`config.mk`:
```
export PLATFORM = sky130hd
export DESIGN_NAME = ifu_prefetch
export DESIGN_NICKNAME = d
export VERILOG_FILES = /design/src/rtl/ifu_prefetch_pkg.sv /design/src/rtl/ifu_fifo.sv /design/src/rtl/ifu_prefetch.sv
export SDC_FILE = /design/constraint.sdc
export NUM_CORES = 1
export LEC_CHECK = 0
export ABC_AREA = 1
export BUFFER_PORTS_ARGS = -buffer_cell sky130_fd_sc_hd__buf_4
export CORE_MARGIN = 10
export CORE_UTILIZATION = 55
export CTS_CLUSTER_SIZE = 16
export DETAILED_ROUTE_END_ITERATION = 8
export PLACE_DENSITY = 0.75
export RECOVER_POWER = 100
export SLEW_MARGIN = 20
export SYNTH_ARGS = -nofsm -noshare
export SYNTH_HDL_FRONTEND = slang
export SYNTH_SLANG_ARGS = --single-unit
```
`constraint.sdc`:
```
create_clock -name clk -period 14.3 [get_ports clk]
set_input_delay 0 -clock clk [delete_from_list [all_inputs] [get_ports clk]]
set_output_delay 0 -clock clk [all_outputs]
set_load 0.01 [all_outputs]
```
`src/rtl/ifu_prefetch_pkg.sv`:
```
// Shared constants for the instruction prefetch unit: PC step, NOP encoding,
// and the queue-depth legality rule.
package ifu_prefetch_pkg;

    localparam int unsigned PC_INC   = 4;
    localparam logic [31:0] INST_NOP = 32'h0000_0013;

    function automatic bit depth_legal(input int unsigned d);
        return (d >= 2) && ((d & (d - 1)) == 0);
    endfunction

endpackage

```
`src/rtl/ifu_fifo.sv`:
```
// Synchronous power-of-two FIFO with flush; head is read combinationally so
// it holds steady until popped.
module ifu_fifo #(
    parameter int W     = 64,
    parameter int DEPTH = 4,
    localparam int AW   = $clog2(DEPTH)
) (
    input  logic          clk,
    input  logic          rst_n,
    input  logic          i_push,
    input  logic          i_pop,
    input  logic          i_flush,
    input  logic [W-1:0]  i_wdata,
    output logic [W-1:0]  o_rdata,
    output logic [AW:0]   o_count
);

    logic [W-1:0]  r_mem [DEPTH];
    logic [AW-1:0] r_wp;
    logic [AW-1:0] r_rp;
    logic [AW:0]   r_cnt;

    always_ff @(posedge clk) begin
        if (!rst_n) begin
            r_wp  <= '0;
            r_rp  <= '0;
            r_cnt <= '0;
            for (int i = 0; i < DEPTH; i++) r_mem[i] <= '0;
        end else if (i_flush) begin
            r_wp  <= '0;
            r_rp  <= '0;
            r_cnt <= '0;
        end else begin
            if (i_push) begin
                r_mem[r_wp] <= i_wdata;
                r_wp        <= r_wp + 1'b1;
            end
            if (i_pop) r_rp <= r_rp + 1'b1;
            r_cnt <= r_cnt + (AW+1)'(i_push) - (AW+1)'(i_pop);
        end
    end

    assign o_rdata = r_mem[r_rp];
    assign o_count = r_cnt;

endmodule

```
`src/rtl/ifu_prefetch.sv`:
```
// Instruction prefetch: issues sequential ROM reads, queues {pc, inst} for
// decode, zero-bubble redirect. Optional counter under IFU_PERF_CNT_EN.
module ifu_prefetch
    import ifu_prefetch_pkg::*;
#(
    parameter int              XLEN     = 32,
    parameter int              DEPTH    = 4,
    parameter logic [XLEN-1:0] RESET_PC = '0
) (
    input  logic            clk,
    input  logic            rst_n,
    output logic [XLEN-1:0] rom_addr_o,
    output logic            rom_en_o,
    input  logic [31:0]     inst_i,
    input  logic            jump_en_i,
    input  logic [XLEN-1:0] jump_addr_i,
    output logic            de_valid_o,
    input  logic            de_ready_i,
    output logic [XLEN-1:0] de_pc_o,
    output logic [31:0]     de_inst_o
`ifdef IFU_PERF_CNT_EN
   ,output logic [31:0]     perf_fetch_cnt_o
`endif
);

    localparam int CW = $clog2(DEPTH) + 1;

    if (!depth_legal(DEPTH)) begin : g_bad_depth
        $error("ifu_prefetch: DEPTH must be a power of two >= 2");
    end

    logic [XLEN-1:0] r_fetch_pc;
    logic            r_inflight;
    logic [XLEN-1:0] r_inflight_pc;

    logic [CW-1:0]   w_occ;
    logic [CW:0]     w_need;
    logic            w_pop;
    logic            w_push;
    logic [XLEN+31:0] w_head;

    assign de_valid_o = rst_n & (w_occ != '0) & ~jump_en_i;
    assign w_pop      = de_valid_o & de_ready_i;
    assign w_push     = r_inflight & ~jump_en_i;

    // Slots already committed once this cycle's pop leaves; the new fetch needs one more.
    assign w_need   = {1'b0, w_occ} + (CW+1)'(r_inflight) - (CW+1)'(w_pop);
    assign rom_en_o = rst_n & (jump_en_i | (w_need < (CW+1)'(DEPTH)));
    assign rom_addr_o = !rst_n    ? RESET_PC    :
                        jump_en_i ? jump_addr_i : r_fetch_pc;

    always_ff @(posedge clk) begin
        if (!rst_n) begin
            r_fetch_pc    <= RESET_PC;
            r_inflight    <= 1'b0;
            r_inflight_pc <= RESET_PC;
        end else begin
            r_inflight <= rom_en_o;
            if (rom_en_o) begin
                r_inflight_pc <= rom_addr_o;
                r_fetch_pc    <= rom_addr_o + XLEN'(PC_INC);
            end
        end
    end

    ifu_fifo #(
        .W     (XLEN + 32),
        .DEPTH (DEPTH)
    ) u_fifo (
        .clk     (clk),
        .rst_n   (rst_n),
        .i_push  (w_push),
        .i_pop   (w_pop),
        .i_flush (jump_en_i),
        .i_wdata ({r_inflight_pc, inst_i}),
        .o_rdata (w_head),
        .o_count (w_occ)
    );

    assign de_pc_o   = w_head[XLEN+31:32];
    assign de_inst_o = w_head[31:0];

`ifdef IFU_PERF_CNT_EN
    logic [31:0] r_perf_cnt;

    always_ff @(posedge clk) begin
        if (!rst_n)     r_perf_cnt <= '0;
        else if (w_pop) r_perf_cnt <= r_perf_cnt + 32'd1;
    end

    assign perf_fetch_cnt_o = r_perf_cnt;
`endif

endmodule

```
== Word level (Yosys, flattened, before mapping) ==
Memory sizes are Yosys's and may differ from the RTL's. A register that Yosys moved wholly into a read port is not among the register bits.
Cells that the tools add are included.
Widths: inputs -> output; s select.
Operators by class
  bitwise gates (word level): 8
  $mul: 0
  magnitude comparators: 1
  add/sub/neg operators: 7
  mux-type cells: 12
  reduce and logical (&&, ||, !) cells: 3
  divide/modulo/power cells: 0
  shift-type cells: 0
  equal/unequal tests: 0
Operators with widths (count)
  $mux 32: 2
  $mux 64: 1
  $reduce_or 64->1: 1
  $add 32x3->32 const B: 1
  $mux 1: 6
  $mux 2: 3
  $and 1x1->1: 5
  $add 2x1->2 const B: 2
  $add 3x1->4: 1
  $lt 4x3->1 const B: 1
  $sub 4x1->4: 1
  $add 3x1->3: 1
  $reduce_bool 3->1: 1
  $sub 3x1->3: 1
  $not 1->1: 2
  $reduce_or 2->1: 1
  $or 1x1->1: 1
Word-level totals
  output and inout port bits: 98
  ROM bits: 0
  word-level logic and storage cells: 38
  input port bits: 68
  latch bits: 0
  memories: 1
  register bits after elaboration: 72
  memory bits (writable): 256
Memory list
  u_fifo.r_mem: words 4, width 64, rd ports 1, clocked after Yosys merged registers in 1, write ports 4, RTL line ifu_fifo.sv:18  | logic [W-1:0] r_mem [DEPTH];

== Longest topological paths before layout ==
Gate-level depths: netlist (run 1).
  depth after elaboration: 8
  gate-level depth with buffers: 20
  depth with buffers taken out: 17

== Modules after synthesis ==
From an unflattened synthesis (run 1), not the netlist that was laid out.
Unflattened totals
  cells, all modules: 1715
  area, all modules: 15820.2 µm²
By module, submodules not included
  ifu_fifo: seq. area each 7867.5 µm², area an instance 12234.2 µm², cells each 1152, times used 1
  ifu_prefetch: seq. area each 1261.2 µm², area an instance 3585.9 µm², cells each 563, times used 1

== Least setup slack after synthesis (run 1) ==
Ideal clock, no wire load.
  path type: reg2reg
  from: register r_inflight
  to: memory u_fifo.r_mem[3][0] (enable)
  library setup time: 0.581 ns
  slack: 8.369 ns
  data required time: 13.719 ns
  cell stages (with the launch flop): 5
  period minus slack after synthesis: 5.931 ns
  buffers on the path: 0
  arrival: 5.350 ns
  cells stage by stage: dfxtp_1 > inv_1 > nor2_1 > inv_1 > o31ai_1
RTL lines
  start: declaration: RTL line ifu_prefetch.sv:33  | logic r_inflight;
  start signal: assignment: RTL line ifu_prefetch.sv:58  | r_inflight <= rom_en_o;
  end: declaration: RTL line ifu_fifo.sv:18

==> results.md, run 1 <==
- Post-cts resize count: 0
- Most frequent cells in the layout: nor2_1 (424), edfxtp_1 (256), nand2_1 (221), inv_1 (189), o21ai_0 (149)
- # IOs: approximately 170
- Smallest hold slack: approximately 0.034 ns
- Final setup viols: 0
- Worst-path clk slew: 0.06 ns
- Final WS setup: 7.14 ns
- Area of the mapped netlist: 0.0149 sq mm
- Finished Layout Cells: 2146
- CP delay by family, top: simple AND/OR/NAND/NOR gates
- DRT Pass-1 Iters: 7
- Worst EP required: 13.81 ns
- Worst vdd ir: 0.0852 mV
- DRT Wirelength: 37900 um
- Fin Clk Skew: 0.0107 ns
- Pwr Density: 122 mW/mm^2
- Worst path cell trace: clkbuf_1 > nor2_4 > inv_1 > nor2_1 > nand3_1 > nand2_1
- Total gr overflow: 0
- Die Ht: roughly 180 um
- Slew Limit Headroom: -186%
- CTS root buf: clkbuf_16
- DRT iter0 DRCs: around 1.1k
- Syn_nets: 1690
- WP data arrival: 6.67 ns
- Row cnt: 60
- Maximum buffer depth of the clock tree: 3
- Avg Cell Area, Syn: 9.26 sq um
- Hold Path Class: primary input to register
- Post-layout util: roughly 64%
- First-pass GRT wire length: roughly 60000 um
- Yosys reg bits: 328
- HPWL Detailed: approximately 23000 um
- Tcrit/Tclk final: 50.1%
- Synth Warn #: 0
- Wire length per cell: 17.7 um
- Clk_lat worst skew: around 0.50 ns
- Vias per cell: 5.46
- Largest net degree at the start of global routing: a little under 80
- P&R area growth vs syn: 15.7%
- Final hold vios: 0
- CTS tree: yes
- H-tree Lvls: 2
- Drc violations: 0
- Initial Util: between 50 and 60%
- Core box area: 0.0269 sq mm
- CP max stage delay: 3.03 ns
- Unique cell type count in the Yosys netlist: 36
- Die area: 0.0342 sq mm
- Critical-path top delay cell: nand2_1
- Failing checks: capacitance limit, slew limit
- Max Cap Viol: 15
- P_leak: 6.85 nW
- GPL Wtd Cong: 0.882
- Vias in the first global route: 11.9k
- Share of layout cells above drive strength 1: 8.81%
- Initial antenna violation count: 0
- Post-synthesis cell count: between 1.5k and 2k
- Max FO, Critical Path: 65
- Status: finished with violations
- Dpl ws: 10.24 ns
- Die width: around 180 um
- Final Critical Period: 7.16 ns
- CP endpoint kind: register
- Placed Instances: 2041
- Kind of critical path: primary input to register
- Via count: 11.7k
- Remaining antenna violation count: 0
- CP startpoint kind: primary input
- CP Buf/Inv Count: 2
- Commonest non-fill, non-tap cell in the layout: nor2_1
- Fin Setup TNS: 0 ns
- Worst slew pin tran: between 4 and 5 ns
- Gr usage total: 22.0%
- CTS Buf Count: 34
- Input/output buffers: 165
- Sequential fraction of the synthesis area: 61.1%
- Pins Over Slew Limit: 720
- Nets: 1856
- RSZ-0062 raised after global routing: false
- Clock sink total: about 330
- Highest clock rate: ~140 MHz
==> power by group <==
part | switching (mW) | total, mW | internal (mW)
Sequential | 0.0125 | 1.09 | 1.08
Combinational | 0.111 | 0.163 | 0.0518
Clock | 0.349 | 0.852 | 0.503
==> state kept, by name (all words and copies together), names as in the netlist, named ones only <==
register,cells
r_fetch_pc,32
r_inflight,1
r_inflight_pc,30
u_fifo.o_count,3
u_fifo.r_mem,256
u_fifo.r_rp,2
u_fifo.r_wp,2
==> cells by family (layout without fill, tap and decap cells) <==
logic type	count (synthesis)	in the layout	share of synthesized area (%)
and+or+nand+nor	720	720	20.0
DFF	328	328	61.1
buffers and inverters	287	476	7.94
AOI/OAI and AO/OA	259	259	9.54
xor gates and xnor gates	14	14	0.820
adders and majority gates	7	7	0.636
other	0	1	0
==> routing by layer <==
layer	GRT usage (%)	vias to the layer above	wire (um)
met5	0	-	0
met4	6.83	0	714
met3	5.80	52	3610
met2	36.2	506	18100
met1	27.8	5534	15400
li1	-	5623	-
==> synthesized netlist by cell type, drive strengths merged <==
cell | number | area [sq um]
a21oi | 12 | 60.1
o21a | 1 | 7.51
clkinv | 2 | 12.5
clkbuf | 56 | 210
dfxtp | 72 | 1440
nand2 | 226 | 888
inv | 192 | 721
ha | 6 | 75.1
xor2 | 12 | 105
fa | 1 | 20.0
nand3 | 53 | 293
a31oi | 1 | 6.26
o21ai | 149 | 749
edfxtp | 256 | 7690
and2 | 2 | 12.5
nor3 | 1 | 5.00
o31ai | 1 | 7.51
o22ai | 94 | 588
buf | 37 | 243
xnor2 | 2 | 17.5
o211ai | 1 | 7.51
nor2 | 438 | 1790
==> timing repair <==
| item | CTS | global route |
|---|---|---|
| endpoints found under the hold margin | 122 | 0 |
| buffers inserted | 0 | 0 |
| hold buffers | 44 | 0 |
==> stage by stage <==
step                      total power, mW  cell area (sq um)
after global placement               1.27              16300
after floorplan                      1.20              14900
after detailed placement             1.27              16300
final                                2.10              17300
after global routing                 2.17              17300
after CTS                            2.13              17800
==> final timing paths <==
kind	from	endpoint	slack, ns	depth (start not counted)
max reg2reg	u_fifo.r_wp[0]	u_fifo.r_mem[0][9]	7.56	3
min	jump_addr_i[23]	r_inflight_pc[23]	0.03	5
max	jump_en_i	u_fifo.r_mem[0][9]	7.14	6
min reg2reg	r_fetch_pc[30]	r_fetch_pc[30]	0.46	2
==> tightest hold or removal path, delay by kind of cell <==
kind,cells,cell delay [ns]
and+or+nand+nor,3,0.28
buffers and inverters,1,0.11
AOI/OAI and AO/OA,1,0.09
==> layout make-up <==
class	count	area, sq um
tap	341	427
timing repair buffer	223	1410
multi-input combinational	1000	4510
clock buffer	47	992
fill	2220	9580
sequential	328	9130
antenna	1	2.50
inverter	194	731
clock inverter	12	86.3
Power figures use the tool's default switching activity.
==> run 2: changes to the inputs <==
clock period = 6.7 ns   (was 14.3 ns; I/O delays follow)
==> results.md, run 2 (same netlist as run 1, synthesis figures left out) <==
- Status: finished with violations (unchanged)
- Failing checks: capacitance limit, slew limit (unchanged)
- WP data arrival: 5.02 ns (was 6.67 ns)
- Die Ht: 185 um (unchanged)
- Critical-path top delay cell: o31ai_1 (was nand2_1)
- Worst slew pin tran: 4.30 ns (was 4.29 ns)
- Worst path cell trace: inv_1 > nor2_1 > inv_1 > o31ai_1 > clkbuf_2 (was clkbuf_1 > nor2_4 > inv_1 > nor2_1 > nand3_1 > nand2_1)
- Total Power: 4.55 mW (was 2.10 mW)
- Post-layout util: 64.6% (was 64.3%)
- CP startpoint kind: register (was primary input)
- CTS root buf: clkbuf_16 (unchanged)
- HPWL Detailed: 22400 um (was 22500 um)
- First-pass GRT wire length: 60900 um (was 60300 um)
- DRT Pass-1 Iters: 5 (was 7)
- CP Buf/Inv Count: 3 (was 2)
- Pins Over Slew Limit: 408 (was 720)
- Remaining antenna violation count: 0 (unchanged)
- Die area: 0.0342 sq mm (unchanged)
- CP endpoint kind: register (unchanged)
- DRT iter0 DRCs: 1078 (was 1099)
- Max Cap Viol: 9 (was 15)
- Nets: 1857 (was 1856)
- Maximum buffer depth of the clock tree: 3 (unchanged)
- Vias in the first global route: 11.9k (about the same)
- Final setup viols: 0 (unchanged)
- Drc violations: 0 (unchanged)
- Max reg flops: 256 (unchanged)
- Final hold vios: 0 (unchanged)
- Via count: 11.8k (was 11.7k)
- Worst EP required: 6.81 ns (was 13.81 ns)
- Gr usage total: 22.2% (was 22.0%)
- Initial antenna violation count: 0 (unchanged)
- CP delay by family, top: compound AO/OA/AOI/OAI gates (was simple AND/OR/NAND/NOR gates)
- Tcrit/Tclk final: 73.3%
- Core box area: 0.0269 sq mm (unchanged)
- Final WS setup: 1.79 ns (was 7.14 ns)
- Hold Path Class: primary input to register (unchanged)
- Initial Util: 55.6% (unchanged)
- Ant. Diodes: 0 (was 1)
- Pwr Density: 262 mW/mm^2 (was 122 mW/mm^2)
- GPL Wtd Cong: 0.882 (unchanged)
- Input/output buffers: 165 (unchanged)
- CTS tree: yes (unchanged)
- Biggest regs: u_fifo.r_mem (256), r_fetch_pc (32), r_inflight_pc (30) (unchanged)
- Wire length per cell: 17.9 um (was 17.7 um)
- P&R area growth vs syn: 16.2% (was 15.7%)
- Highest clock rate: about 200 MHz
- Total gr overflow: 0 (unchanged)
- Row cnt: 60 (unchanged)
- Kind of critical path: register to register (was primary input to register)
- DRT Wirelength: 38400 um (was 37900 um)
- RSZ-0062 raised after global routing: false (unchanged)
- Fin Setup TNS: 0 ns (unchanged)
- Slew Limit Headroom: -187% (was -186%)
- H-tree Lvls: 2 (unchanged)
- Dpl ws: 2.63 ns (was 10.24 ns)
- Worst vdd ir: 0.149 mV (was 0.0852 mV)
- Clock sink total: 328 (unchanged)
- Worst-path clk slew: 0.06 ns (about the same)
- Largest net degree at the start of global routing: 78 (unchanged)
- Max FO, Critical Path: 46 (was 65)
- Die width: 185 um (unchanged)
- P_leak: 6.89 nW (was 6.85 nW)
- Fin Clk Skew: 0.00976 ns (was 0.0107 ns)
- Most used cell, CP: inv_1
- CTS Buf Count: 35 (was 34)
- Final Critical Period: between 4 and 5 ns
- # fillers: 2213 (was 2220)
- Most frequent cells in the layout: nor2_1 (426), edfxtp_1 (256), nand2_1 (219), inv_1 (189), o21ai_0 (149) (was nor2_1 (424), edfxtp_1 (256), nand2_1 (221), inv_1 (189), o21ai_0 (149))
- Clk_lat worst skew: 0.51 ns (was 0.50 ns)
- Postcts setup bufs: 0 (unchanged)
- CP max stage delay: 2.41 ns (was 3.03 ns)
- Commonest non-fill, non-tap cell in the layout: nor2_1 (unchanged)
- # IOs: 166 (unchanged)
- Most flops, register: u_fifo.r_mem (unchanged)
- Share of layout cells above drive strength 1: 8.90% (was 8.81%)
- Vias per cell: 5.48 (was 5.46)
-- run 2: what timing repair did --
action,4_1_cts,5_1_grt
hold buffers,45,0
resized for setup,0,0
endpoints found under the hold margin,123,0
-- run 2: final timing paths --
check | startpoint | endpoint | slack, ns | cells past startpoint
max reg2reg | r_inflight | u_fifo.r_mem[3][10] | 1.79 | 5
min | jump_addr_i[27] | r_inflight_pc[27] | 0.02 | 5
min reg2reg | r_fetch_pc[26] | r_fetch_pc[26] | 0.45 | 2
max | r_inflight | u_fifo.r_mem[3][10] | 1.79 | 5
-- run 2: through the flow --
step	std cells	hold slack (ns)	area, sq um
after floorplan	1615	0.164	14900
after global placement	2041	0.315	16300
after detailed placement	2041	0.320	16300
after CTS	2149	0.00451	17900
after global routing	2149	0.0386	17400
final	2149	0.0232	17400
-- run 2: area by class of cell --
class                           instances  area (sq um)  share of cell area (%)
Sequential cell                       328          9130                    52.6
Multi-Input combinational cell       1000          4540                    26.1
Timing Repair Buffer                  223          1420                    8.17
Clock inverter                         11           118                   0.677
Clock buffer                           52          1000                    5.77
Inverter                              194           731                    4.21
Tap cell                              341           427                    2.46
-- run 2: worst register-to-register path, stage by stage, from the launching register on --
cell	delay [ns]
dfxtp_1	0.37
inv_1	0.09
nor2_1	0.13
inv_1	0.13
o31ai_1	2.41
clkbuf_2	1.35
-- run 2: per-layer routing --
| metal | wire length, um | part of all wire, % | GRT usage, % | vias to the layer above |
|---|---|---|---|---|
| met4 | 729 | 1.9 | 6.47 | 0 |
| met5 | 0 | 0 | 0 | - |
| met1 | 15700 | 41 | 28.4 | 5559 |
| met2 | 18400 | 48 | 36.8 | 522 |
| met3 | 3550 | 9.3 | 5.37 | 59 |
| li1 | - | - | - | 5626 |
-- run 2: power by group --
| group | internal, mW | switching [mW] | total (mW) |
|---|---|---|---|
| registers | 2.30 | 0.0269 | 2.32 |
| clock network | 1.12 | 0.766 | 1.89 |
| logic | 0.109 | 0.239 | 0.347 |
